===== config.mk =====
export PLATFORM = sky130hd
export DESIGN_NAME = behav_demux_stream
export DESIGN_NICKNAME = d
export VERILOG_FILES = /design/src/rtl/behav_demux_stream.sv
export SDC_FILE = /design/constraint.sdc
export NUM_CORES = 1
export LEC_CHECK = 0
export ABC_AREA = 1
export BUFFER_PORTS_ARGS = -buffer_cell sky130_fd_sc_hd__buf_2
export CAP_MARGIN = 0
export CORE_MARGIN = 5
export CORE_UTILIZATION = 57
export CTS_CLUSTER_DIAMETER = 150
export CTS_CLUSTER_SIZE = 20
export DETAILED_ROUTE_END_ITERATION = 12
export GPL_ROUTABILITY_DRIVEN = 0
export PLACE_DENSITY = 0.77
export SLEW_MARGIN = 10
export SYNTH_ARGS = -nofsm -noshare
export SYNTH_HDL_FRONTEND = slang
export SYNTH_SLANG_ARGS = --single-unit

===== constraint.sdc =====
create_clock -name clk -period 3.6 [get_ports clk]
set_input_delay 0 -clock clk [delete_from_list [all_inputs] [get_ports clk]]
set_output_delay 0 -clock clk [all_outputs]
set_load 0.005 [all_outputs]

===== src/rtl/behav_demux_stream.sv =====
// Registered 1:2 valid/ready stream demultiplexer with a 2-entry FIFO per output channel.
// Optional per-channel delivered-word counters are enabled by defining DEMUX_COUNT_EN.
module behav_demux_stream #(
  parameter int WIDTH = 2
) (
  input  logic             clk,
  input  logic             rst,
  input  logic             in_valid,
  output logic             in_ready,
  input  logic [WIDTH-1:0] in_data,
  input  logic             in_sel,
  output logic             out0_valid,
  input  logic             out0_ready,
  output logic [WIDTH-1:0] out0_data,
  output logic             out1_valid,
  input  logic             out1_ready,
  output logic [WIDTH-1:0] out1_data
`ifdef DEMUX_COUNT_EN
  ,
  output logic [15:0]      out0_count,
  output logic [15:0]      out1_count
`endif
);

  logic [WIDTH-1:0] mem0_q [2];
  logic [WIDTH-1:0] mem0_d [2];
  logic [WIDTH-1:0] mem1_q [2];
  logic [WIDTH-1:0] mem1_d [2];
  logic [1:0]       occ0_q, occ0_d, occ1_q, occ1_d;
  logic [1:0]       wptr_q, wptr_d, rptr_q, rptr_d;
  logic [1:0]       full, valid, push, pop;

  assign full  = {occ1_q == 2'd2, occ0_q == 2'd2};
  assign valid = {occ1_q != 2'd0, occ0_q != 2'd0};

  // Ready is derived from registered occupancy only; a pop this cycle cannot free a full slot.
  assign in_ready = in_sel ? !full[1] : !full[0];
  assign push     = {in_valid & in_ready & in_sel, in_valid & in_ready & ~in_sel};
  assign pop      = valid & {out1_ready, out0_ready};

  always_comb begin
    mem0_d = mem0_q;
    mem1_d = mem1_q;
    wptr_d = wptr_q ^ push;
    rptr_d = rptr_q ^ pop;
    occ0_d = occ0_q + 2'(push[0]) - 2'(pop[0]);
    occ1_d = occ1_q + 2'(push[1]) - 2'(pop[1]);
    if (push[0]) mem0_d[wptr_q[0]] = in_data;
    if (push[1]) mem1_d[wptr_q[1]] = in_data;
  end

  always_ff @(posedge clk or posedge rst) begin
    if (rst) begin
      mem0_q <= '{default: '0};
      mem1_q <= '{default: '0};
      occ0_q <= '0;
      occ1_q <= '0;
      wptr_q <= '0;
      rptr_q <= '0;
    end else begin
      mem0_q <= mem0_d;
      mem1_q <= mem1_d;
      occ0_q <= occ0_d;
      occ1_q <= occ1_d;
      wptr_q <= wptr_d;
      rptr_q <= rptr_d;
    end
  end

  assign out0_valid = valid[0];
  assign out1_valid = valid[1];
  assign out0_data  = mem0_q[rptr_q[0]];
  assign out1_data  = mem1_q[rptr_q[1]];

`ifdef DEMUX_COUNT_EN
  logic [15:0] cnt0_q, cnt0_d, cnt1_q, cnt1_d;

  assign cnt0_d = cnt0_q + 16'(pop[0]);
  assign cnt1_d = cnt1_q + 16'(pop[1]);

  always_ff @(posedge clk or posedge rst) begin
    if (rst) begin
      cnt0_q <= '0;
      cnt1_q <= '0;
    end else begin
      cnt0_q <= cnt0_d;
      cnt1_q <= cnt1_d;
    end
  end

  assign out0_count = cnt0_q;
  assign out1_count = cnt1_q;
`endif

endmodule


## After elaboration in Yosys (flattened, before gate mapping)

Index checks and enable logic that the tools add are counted.

| storage, ports and cells | value |
|---|---|
| register bits | 16 |
| output and inout bits | 7 |
| logic and storage cells | 50 |

| cells by class | value |
|---|---|
| muxes and demuxes | 13 |
| bitwise operators | 11 |
| equal/unequal tests | 2 |
| add/sub/neg operators | 4 |
| reductions and logical operators | 6 |
| magnitude comparators | 6 |

Operators with widths:

| operator | count |
|---|---|
| 2-bit two-way mux | 8 |
| 4-bit bitwise mux | 2 |
| 2-bit >= comparator (second input constant) | 4 |
| 1-bit NOT with 2-bit output | 4 |
| 2-bit by 1-bit adder with 2-bit output | 2 |
| 2-bit demux with 1-bit select | 2 |
| 2-bit equality test (second input constant) | 2 |
| 2-bit by 1-bit less-than comparator with 1-bit output (second input constant) | 2 |
| 2-bit nonzero test | 2 |
| 2-bit by 1-bit subtractor with 2-bit output | 2 |
| 2-bit XOR | 2 |
| 1-bit AND | 3 |
| 2-bit AND | 1 |
| 1-bit logical AND | 2 |
| 1-bit logical NOT | 2 |
| 1-bit two-way mux | 1 |
| 1-bit NOT | 1 |

## Longest topological paths before layout

Gate-level depths: netlist of run 1.

| depth | value |
|---|---|
| word-level depth | 7 |
| depth in mapped cells | 10 |

## Least setup slack after synthesis of run 1

OpenSTA, ideal clock, no wires.

| timing | value |
|---|---|
| path type | reg-to-reg |
| start | register occ0_q[0] |
| end | register occ0_q[1] |
| path buffers | 0 |
| arrival time | 1194 ps |
| path slack | 2289 ps |
| stages on the path, launching flop included | 10 |
| required time | 3484 ps |
| cell sequence | dfrtp_1 > inv_2 > nand2_4 > nand2_2 > inv_1 > ha_1 > inv_1 > ha_1 > nand3_1 > nand2_1 |

| on the way | value |
|---|---|
| elaborated cells between the ends (all ways) | 9 |
| classes of those cells | add/sub (2); eq/ne (1); mux (1); bitwise (3); reduce/logical (2) |

RTL lines:

| element | RTL line | RTL |
|---|---|---|
| start: declaration | 29 | `logic [1:0] occ0_q, occ0_d, occ1_q, occ1_d;` |
| start signal: assignment | 56 | `occ0_q <= '0;` |
| start signal: assignment | 63 | `occ0_q <= occ0_d;` |
| 2-bit nonzero test | 34 | `assign valid = {occ1_q != 2'd0, occ0_q != 2'd0};` |
| via out0_valid | 12 | `output logic out0_valid,` |
| 2-bit AND | 39 | `assign pop = valid & {out1_ready, out0_ready};` |
| 2-bit by 1-bit subtractor with 2-bit output | 46 | `occ0_d = occ0_q + 2'(push[0]) - 2'(pop[0]);` |
| via occ0_d[1] | 29 |  |

The timed path passes the listed nets, and every way through them passes these cells.
A chain may end at the register's enable or synchronous reset.

## Final worst setup path of run 1

| timing | value |
|---|---|
| start | register occ1_q[1] |
| end | register occ1_q[1] |

| on the way | value |
|---|---|
| word-level cells in the longest chain between the ends | 7 |
| elaborated cells between the ends (all ways) | 9 |
| classes of those cells | add/sub (2); eq/ne (1); mux (1); bitwise (3); reduce/logical (2) |

RTL lines:

| element | RTL line | RTL |
|---|---|---|
| start: declaration | 29 |  |
| start signal: assignment | 57 | `occ1_q <= '0;` |
| start signal: assignment | 64 | `occ1_q <= occ1_d;` |
| 2-bit equality test | 33 | `assign full = {occ1_q == 2'd2, occ0_q == 2'd2};` |
| 1-bit logical NOT | 37 | `assign in_ready = in_sel ? !full[1] : !full[0];` |
| 1-bit two-way mux | 37 |  |
| 1-bit AND (2 in a row) | 38 | `assign push = {in_valid & in_ready & in_sel, in_valid & in_ready & ~in_sel};` |
| 2-bit by 1-bit adder with 2-bit output | 47 | `occ1_d = occ1_q + 2'(push[1]) - 2'(pop[1]);` |
| 2-bit by 1-bit subtractor with 2-bit output * | 47 |  |
| via occ1_d[1] | 29 |  |

The timed path passes the listed nets; every way through them passes the cells marked *.

==> impl_metrics.csv, run 1 <==
group,metric,value,unit
logic_synthesis,ys_seq_elements,16,
worst_setup_path,crit_start,"occ1_q[1]",
clocking,h-tree-depth,1,
sta,period_minus_slack,1.38,ns
clocking,clkSlewWorstSetupHoldPaths,0.10,ns
sta,hold_viol,0,
final_layout,antenna_cells,0,
final_layout,final_util,0.708,
worst_setup_path,cp.arrival,1.56,ns
run_status,status,"finished clean",
sta,worst_hold_slack,0.170,ns
clocking,clk_latency,0.28,ns
final_layout,layout_common_cells,"nand2_1 (29), inv_1 (27), dfrtp_1 (16)",
pwr,p_total,0.768,mW
pwr,peakVddDrop,0.399,mV
worst_setup_path,reg2reg_slack,2.22,ns
placed_design,hpwl,1.10,mm
floorplan,fp.dieArea,0.00237,mm^2
worst_setup_path,required,3.78,ns
final_layout,drive_gt1_frac,0.188,
sta,tightest_slew,0.598,ns
clocking,cts-buffers-inserted,3,
floorplan,rows,14,
grt,gr-total-overflow,0,
routing,dr.pass1.iters,4,
clocking,clockRootBuffer,"clkbuf_4",
sta,setup_viol,0,
floorplan,core,0.00145,mm^2
clocking,clock-sinks,16,
worst_setup_path,cpMaxStageDelayCell,"dfrtp_1",
routing,vias,668,
grt,grt_pass1_vias,640,
worst_setup_path,critPathLaunchType,"register",
worst_setup_path,reg2regPathDepth,9,
placed_design,pre_cts_slack,2.22,ns
logic_synthesis,syn_nets,121,
routing,antenna_left,0,
worst_setup_path,max_stage_delay,0.41,ns
final_layout,layout.nets,145,
final_layout,final_common_cell,"nand2_1",
placed_design,placed_cells,135,
routing,routed_wl,1.47,mm
sta,fin_tns_setup,0,ns
worst_setup_path,cp-endpoint,"occ1_q[1]",
logic_synthesis,syn_avg_cell_area,8.13,um^2
sta,finalWorstSetupSlack,2.22,ns
sta,final_max_slew_viol_count,0,
worst_setup_path,crit_buf_inv,3,
worst_setup_path,cp_top_family,"adder cells",
min_path,hold_class,"input pin to register",
clocking,cts_tree,"done",
pwr,p_leak,0.601,nW
final_layout,fin_area,0.00103,mm^2
logic_synthesis,synthCells,105,
floorplan,io_pins,15,
floorplan,die_w,48.7,um
pwr,powerDensity,745,mW/mm^2
worst_setup_path,cp_num_cells,9,
sta,min_period_over_period,0.384,
grt,antenna_found_initial,0,
routing,drcViolationCount,0,
routing,detail_route.vias_per_cell,4.64,
logic_synthesis,syn-cell-area,853,um^2
grt,grt_max_degree,17,
grt,grt_usage,0.143,
clocking,clock_path_buffers,2,
final_layout,syn_to_final_growth,20.7,%
routing,drt_iter0_drc,8,
floorplan,die_y,48.7,um
grt,grt_pass1_wl,2.66,mm
worst_setup_path,crit_type,"register to register",
sta,relSlewSlack,0.601,
sta,rsz0062_at_grt,"no",
final_layout,final_cells,144,
logic_synthesis,synth_cell_types,13,
placed_design,portBuffers,14,
flow_run,timing.max_cap.violations,0,
routing,wl_per_cell,10.2,um
worst_setup_path,r2r-start,"occ1_q[1]",
worst_setup_path,worst_setup_path_end_kind,"register",
floorplan,start_util,0.587,
worst_setup_path,crit_top_cell,"inv_1",
worst_setup_path,cp_cell_sequence,"inv_1 -> nand2_2 -> nand2_1 -> inv_1 -> ha_1 -> inv_1 -> ha_1 -> nand3_1 -> nand2_1",
worst_setup_path,crit_fanout,3,
logic_synthesis,yosysWarnings,0,
sta,finClkSkew,0.00257,ns
worst_setup_path,reg2reg_to,"occ1_q[1]",
logic_synthesis,yosysSeqAreaShare,0.469,
sta,max_freq,724,MHz
placed_design,place_area,943,um^2
## timing repair
action,in CTS,in global routing
endpoints found under the hold margin,26,0
hold buffers,5,0
resized for setup,0,0
setup buffers,0,0
## per-layer routing
metal	vias up	global-route usage	part of all wire
met3	2	0.0276	0.038
met2	8	0.243	0.50
met5	-	0	0
met1	296	0.166	0.45
li1	362	-	-
met4	0	0.0807	0.0081
## synth_stat cells (all sizes together)
cell / count / share of area
dfrtp: 16 / 0.47
ha: 8 / 0.12
inv: 29 / 0.13
nand2: 32 / 0.16
nand3: 3 / 0.018
nand3b: 2 / 0.018
nor2: 1 / 0.0044
o211ai: 1 / 0.015
o21ai: 13 / 0.076
## how the worst min path moves through the flow
stage          slack, ns  cells after the start         to      from
6_report            0.17                      5  wptr_q[0]  in_valid
5_1_grt             0.20                      5  wptr_q[0]  in_valid
4_1_cts             0.17                      5  wptr_q[0]  in_valid
3_5_place_dp         0.1                      2  rptr_q[1]       rst
3_3_place_gp         0.1                      2  rptr_q[1]       rst
2_1_floorplan      -0.09                      1  mem0_q[0]       rst
## worst reg2reg max path: cells and delay by family, from the launching register on
family | cells | cell delay, ns
flops | 1 | 0.41
fa+ha+maj | 2 | 0.44
simple gates | 4 | 0.26
buf+inv | 3 | 0.18
## power breakdown
part | switching (mW) | internal [mW]
Clock | 0.0573 | 0.0615
Combinational | 0.181 | 0.140
Sequential | 0.0568 | 0.271
## logic make-up (layout without fill, tap and decap cells)
family	Yosys count	after routing	synth area share
DFF	16	16	0.469
AOI/OAI and AO/OA	14	14	0.0909
adders and majority gates	8	8	0.117
buffers and inverters	29	52	0.128
and+or+nand+nor	38	38	0.195
## flip-flops by register name, indices dropped and copies added (netlist names)
name    cells
rptr_q      2
occ0_q      2
mem1_q      4
mem0_q      4
wptr_q      2
occ1_q      2
## area by class of cell
cell class | instances | area [um^2]
clock buffer | 4 | 36.3
fill | 126 | 424
inverter | 29 | 109
multi-input combinational | 60 | 344
sequential | 16 | 400
tap | 16 | 20.0
timing repair buffer | 19 | 120
No activity file was read; power rests on OpenSTA's default activity.
==> run 2, diff against run 1 <==
--- a/config.mk
+++ b/config.mk
@@ -9,12 +9,12 @@
 export BUFFER_PORTS_ARGS = -buffer_cell sky130_fd_sc_hd__buf_2
 export CAP_MARGIN = 0
 export CORE_MARGIN = 5
-export CORE_UTILIZATION = 57
+export CORE_UTILIZATION = 53
 export CTS_CLUSTER_DIAMETER = 150
 export CTS_CLUSTER_SIZE = 20
 export DETAILED_ROUTE_END_ITERATION = 12
 export GPL_ROUTABILITY_DRIVEN = 0
-export PLACE_DENSITY = 0.77
+export PLACE_DENSITY = 0.72
 export SLEW_MARGIN = 10
 export SYNTH_ARGS = -nofsm -noshare
 export SYNTH_HDL_FRONTEND = slang
==> constraint.sdc (replaced) <==
create_clock -name clk -period 1.3 [get_ports clk]
set_input_delay 0 -clock clk [delete_from_list [all_inputs] [get_ports clk]]
set_output_delay 0 -clock clk [all_outputs]
set_load 0.005 [all_outputs]
==> run 2 against run 1 <==
  * The run now ends with negative setup slack left
  * Sequential share of layout area is 7.7 points lower
  * Combinational power increased to 4.8 times the previous value
  * Clock power grew to 2.8 times the previous value
  * Hold slack improved by 0.13 ns
  * Cell count up 9.7%
  * Maximum frequency rose by 2.8%
  * Register-to-register slack worse by 2.3 ns
  * Final area rose by 25%
  * Worst setup slack worse by 2.3 ns
  * Sequential cell count unchanged
  * Critical path type unchanged
  * Largest cell class is now multi-input gates
==> impl_metrics.csv, run 2 (same netlist as run 1, synthesis figures left out) <==
group,metric,value,unit
run_status,status,"finished with violations",
run_status,violations,"negative setup slack",
floorplan,io_pins,15,
final_layout,final_common_cell,"nand2_1",
grt,grt_usage,0.155,
sta,period_minus_slack,1.34,ns
clocking,clockRootBuffer,"clkbuf_4",
sta,relSlewSlack,0.580,
grt,grt_pass1_wl,2.94,mm
routing,dr.pass1.iters,4,
pwr,p_total,2.83,mW
worst_setup_path,reg2regPathDepth,9,
worst_setup_path,worst_setup_path_end_kind,"register",
pwr,p_leak,0.664,nW
placed_design,portBuffers,14,
grt,grt_pass1_vias,753,
worst_setup_path,critPathLaunchType,"register",
routing,routed_wl,2.22,mm
final_layout,fillers,75,
worst_setup_path,cp.arrival,1.53,ns
clocking,cts-buffers-inserted,3,
sta,worst_hold_slack,0.296,ns
final_layout,layout_common_cells,"nand2_1 (27), inv_1 (18), dfrtp_1 (15)",
routing,drt_iter0_drc,23,
floorplan,fp.dieArea,0.00251,mm^2
sta,rsz0062_at_grt,"yes",
pwr,powerDensity,2190,mW/mm^2
sta,min_period_over_period,1.03,
floorplan,die_w,50.1,um
routing,antenna_left,0,
worst_setup_path,reg2reg_to,"occ1_q[1]",
worst_setup_path,reg2reg_slack,-0.04,ns
worst_setup_path,crit_type,"register to register",
clocking,h-tree-depth,1,
min_path,hold_class,"input pin to register",
clocking,clkSlewWorstSetupHoldPaths,0.10,ns
placed_design,hpwl,1.20,mm
final_layout,syn_to_final_growth,50.9,%
sta,setup_viol,3,
routing,drcViolationCount,0,
min_path,worstHoldStart,"in_sel",
sta,fin_tns_setup,-0.115,ns
routing,wl_per_cell,14.1,um
floorplan,rows,14,
clocking,clk_latency,0.28,ns
placed_design,place_area,0.00101,mm^2
worst_setup_path,crit_fanout,3,
final_layout,drive_gt1_frac,0.444,
min_path,hold_path_end,"occ1_q[1]",
worst_setup_path,required,1.48,ns
grt,antenna_found_initial,0,
grt,gr-total-overflow,0,
clocking,clock-sinks,16,
routing,detail_route.vias_per_cell,5.03,
final_layout,antenna_cells,0,
final_layout,layout.nets,159,
floorplan,start_util,0.560,
final_layout,reg_top3,"mem0_q: 4 flops, mem1_q: 4 flops",
floorplan,die_y,50.1,um
sta,max_freq,744,MHz
sta,finClkSkew,0.00181,ns
final_layout,final_util,0.845,
clocking,cts_tree,"done",
sta,finalWorstSetupSlack,-0.0437,ns
sta,tightest_slew,0.629,ns
min_path,hold_depth,6,
flow_run,timing.max_cap.violations,0,
pwr,peakVddDrop,1.66,mV
sta,hold_viol,0,
floorplan,core,0.00152,mm^2
worst_setup_path,r2r-start,"occ1_q[1]",
clocking,clock_path_buffers,2,
final_layout,fin_area,0.00129,mm^2
routing,vias,795,
grt,grt_max_degree,17,
sta,final_max_slew_viol_count,0,
==> run 2: layout make-up <==
class | count | area, um^2 | area share
Multi-Input combinational cell | 60 | 492 | 0.382
Sequential cell | 16 | 402 | 0.312
Timing Repair Buffer | 33 | 229 | 0.178
Inverter | 29 | 109 | 0.0845
Clock buffer | 4 | 36.3 | 0.0282
Tap cell | 16 | 20.0 | 0.0155
==> run 2: metal layers <==
layer  GRT usage  share of wire  vias to the layer above
met4      0.0786          0.011                        0
met1       0.150           0.40                      374
met5           0              0                        -
li1            -              -                      393
met3      0.0361          0.032                        4
met2       0.295           0.56                       24
==> run 2: metrics by stage <==
step / instances / worst slack, ns
2_1_floorplan: 105 / -0.0108
3_3_place_gp: 144 / -0.0405
3_5_place_dp: 144 / -0.0584
4_1_cts: 156 / -0.0251
5_1_grt: 158 / -0.140
6_report: 158 / -0.0437
==> run 2: worst max path at each step <==
| stage | end | from | slack [ns] | depth (start not counted) |
|---|---|---|---|---|
| 6_report | occ1_q[1] | occ1_q[1] | -0.04 | 9 |
| 5_1_grt | in_ready | occ0_q[0] | -0.14 | 6 |
| 4_1_cts | occ1_q[1] | occ1_q[1] | -0.03 | 8 |
| 3_5_place_dp | occ1_q[1] | occ1_q[1] | -0.06 | 9 |
| 3_3_place_gp | occ0_q[1] | occ0_q[0] | -0.04 | 9 |
| 2_1_floorplan | occ0_q[1] | occ0_q[0] | -0.01 | 9 |
==> run 2: timing repair <==
item                                    in CTS  in global routing
hold endpoints to repair                    26                  0
setup buffers                                3                  2
endpoints found under the setup margin       4                 15
pin swaps                                    9                 10
resized for setup                           17                 21
hold buffers                                 5                  0
==> run 2: critical path, stage by stage (launching register included) <==
cell     delay (ns)
dfrtp_1        0.44
inv_2          0.08
nand2_2        0.06
nand2_2        0.07
inv_2          0.05
ha_4           0.25
inv_2          0.04
ha_4           0.15
nand3_2        0.05
nand2_1        0.05
==> run 2: report_power, final <==
group          leakage (nW)  internal (mW)  switching [mW]
Sequential            0.192          0.754           0.196
Combinational         0.451          0.756           0.791
Clock                0.0210          0.170           0.158
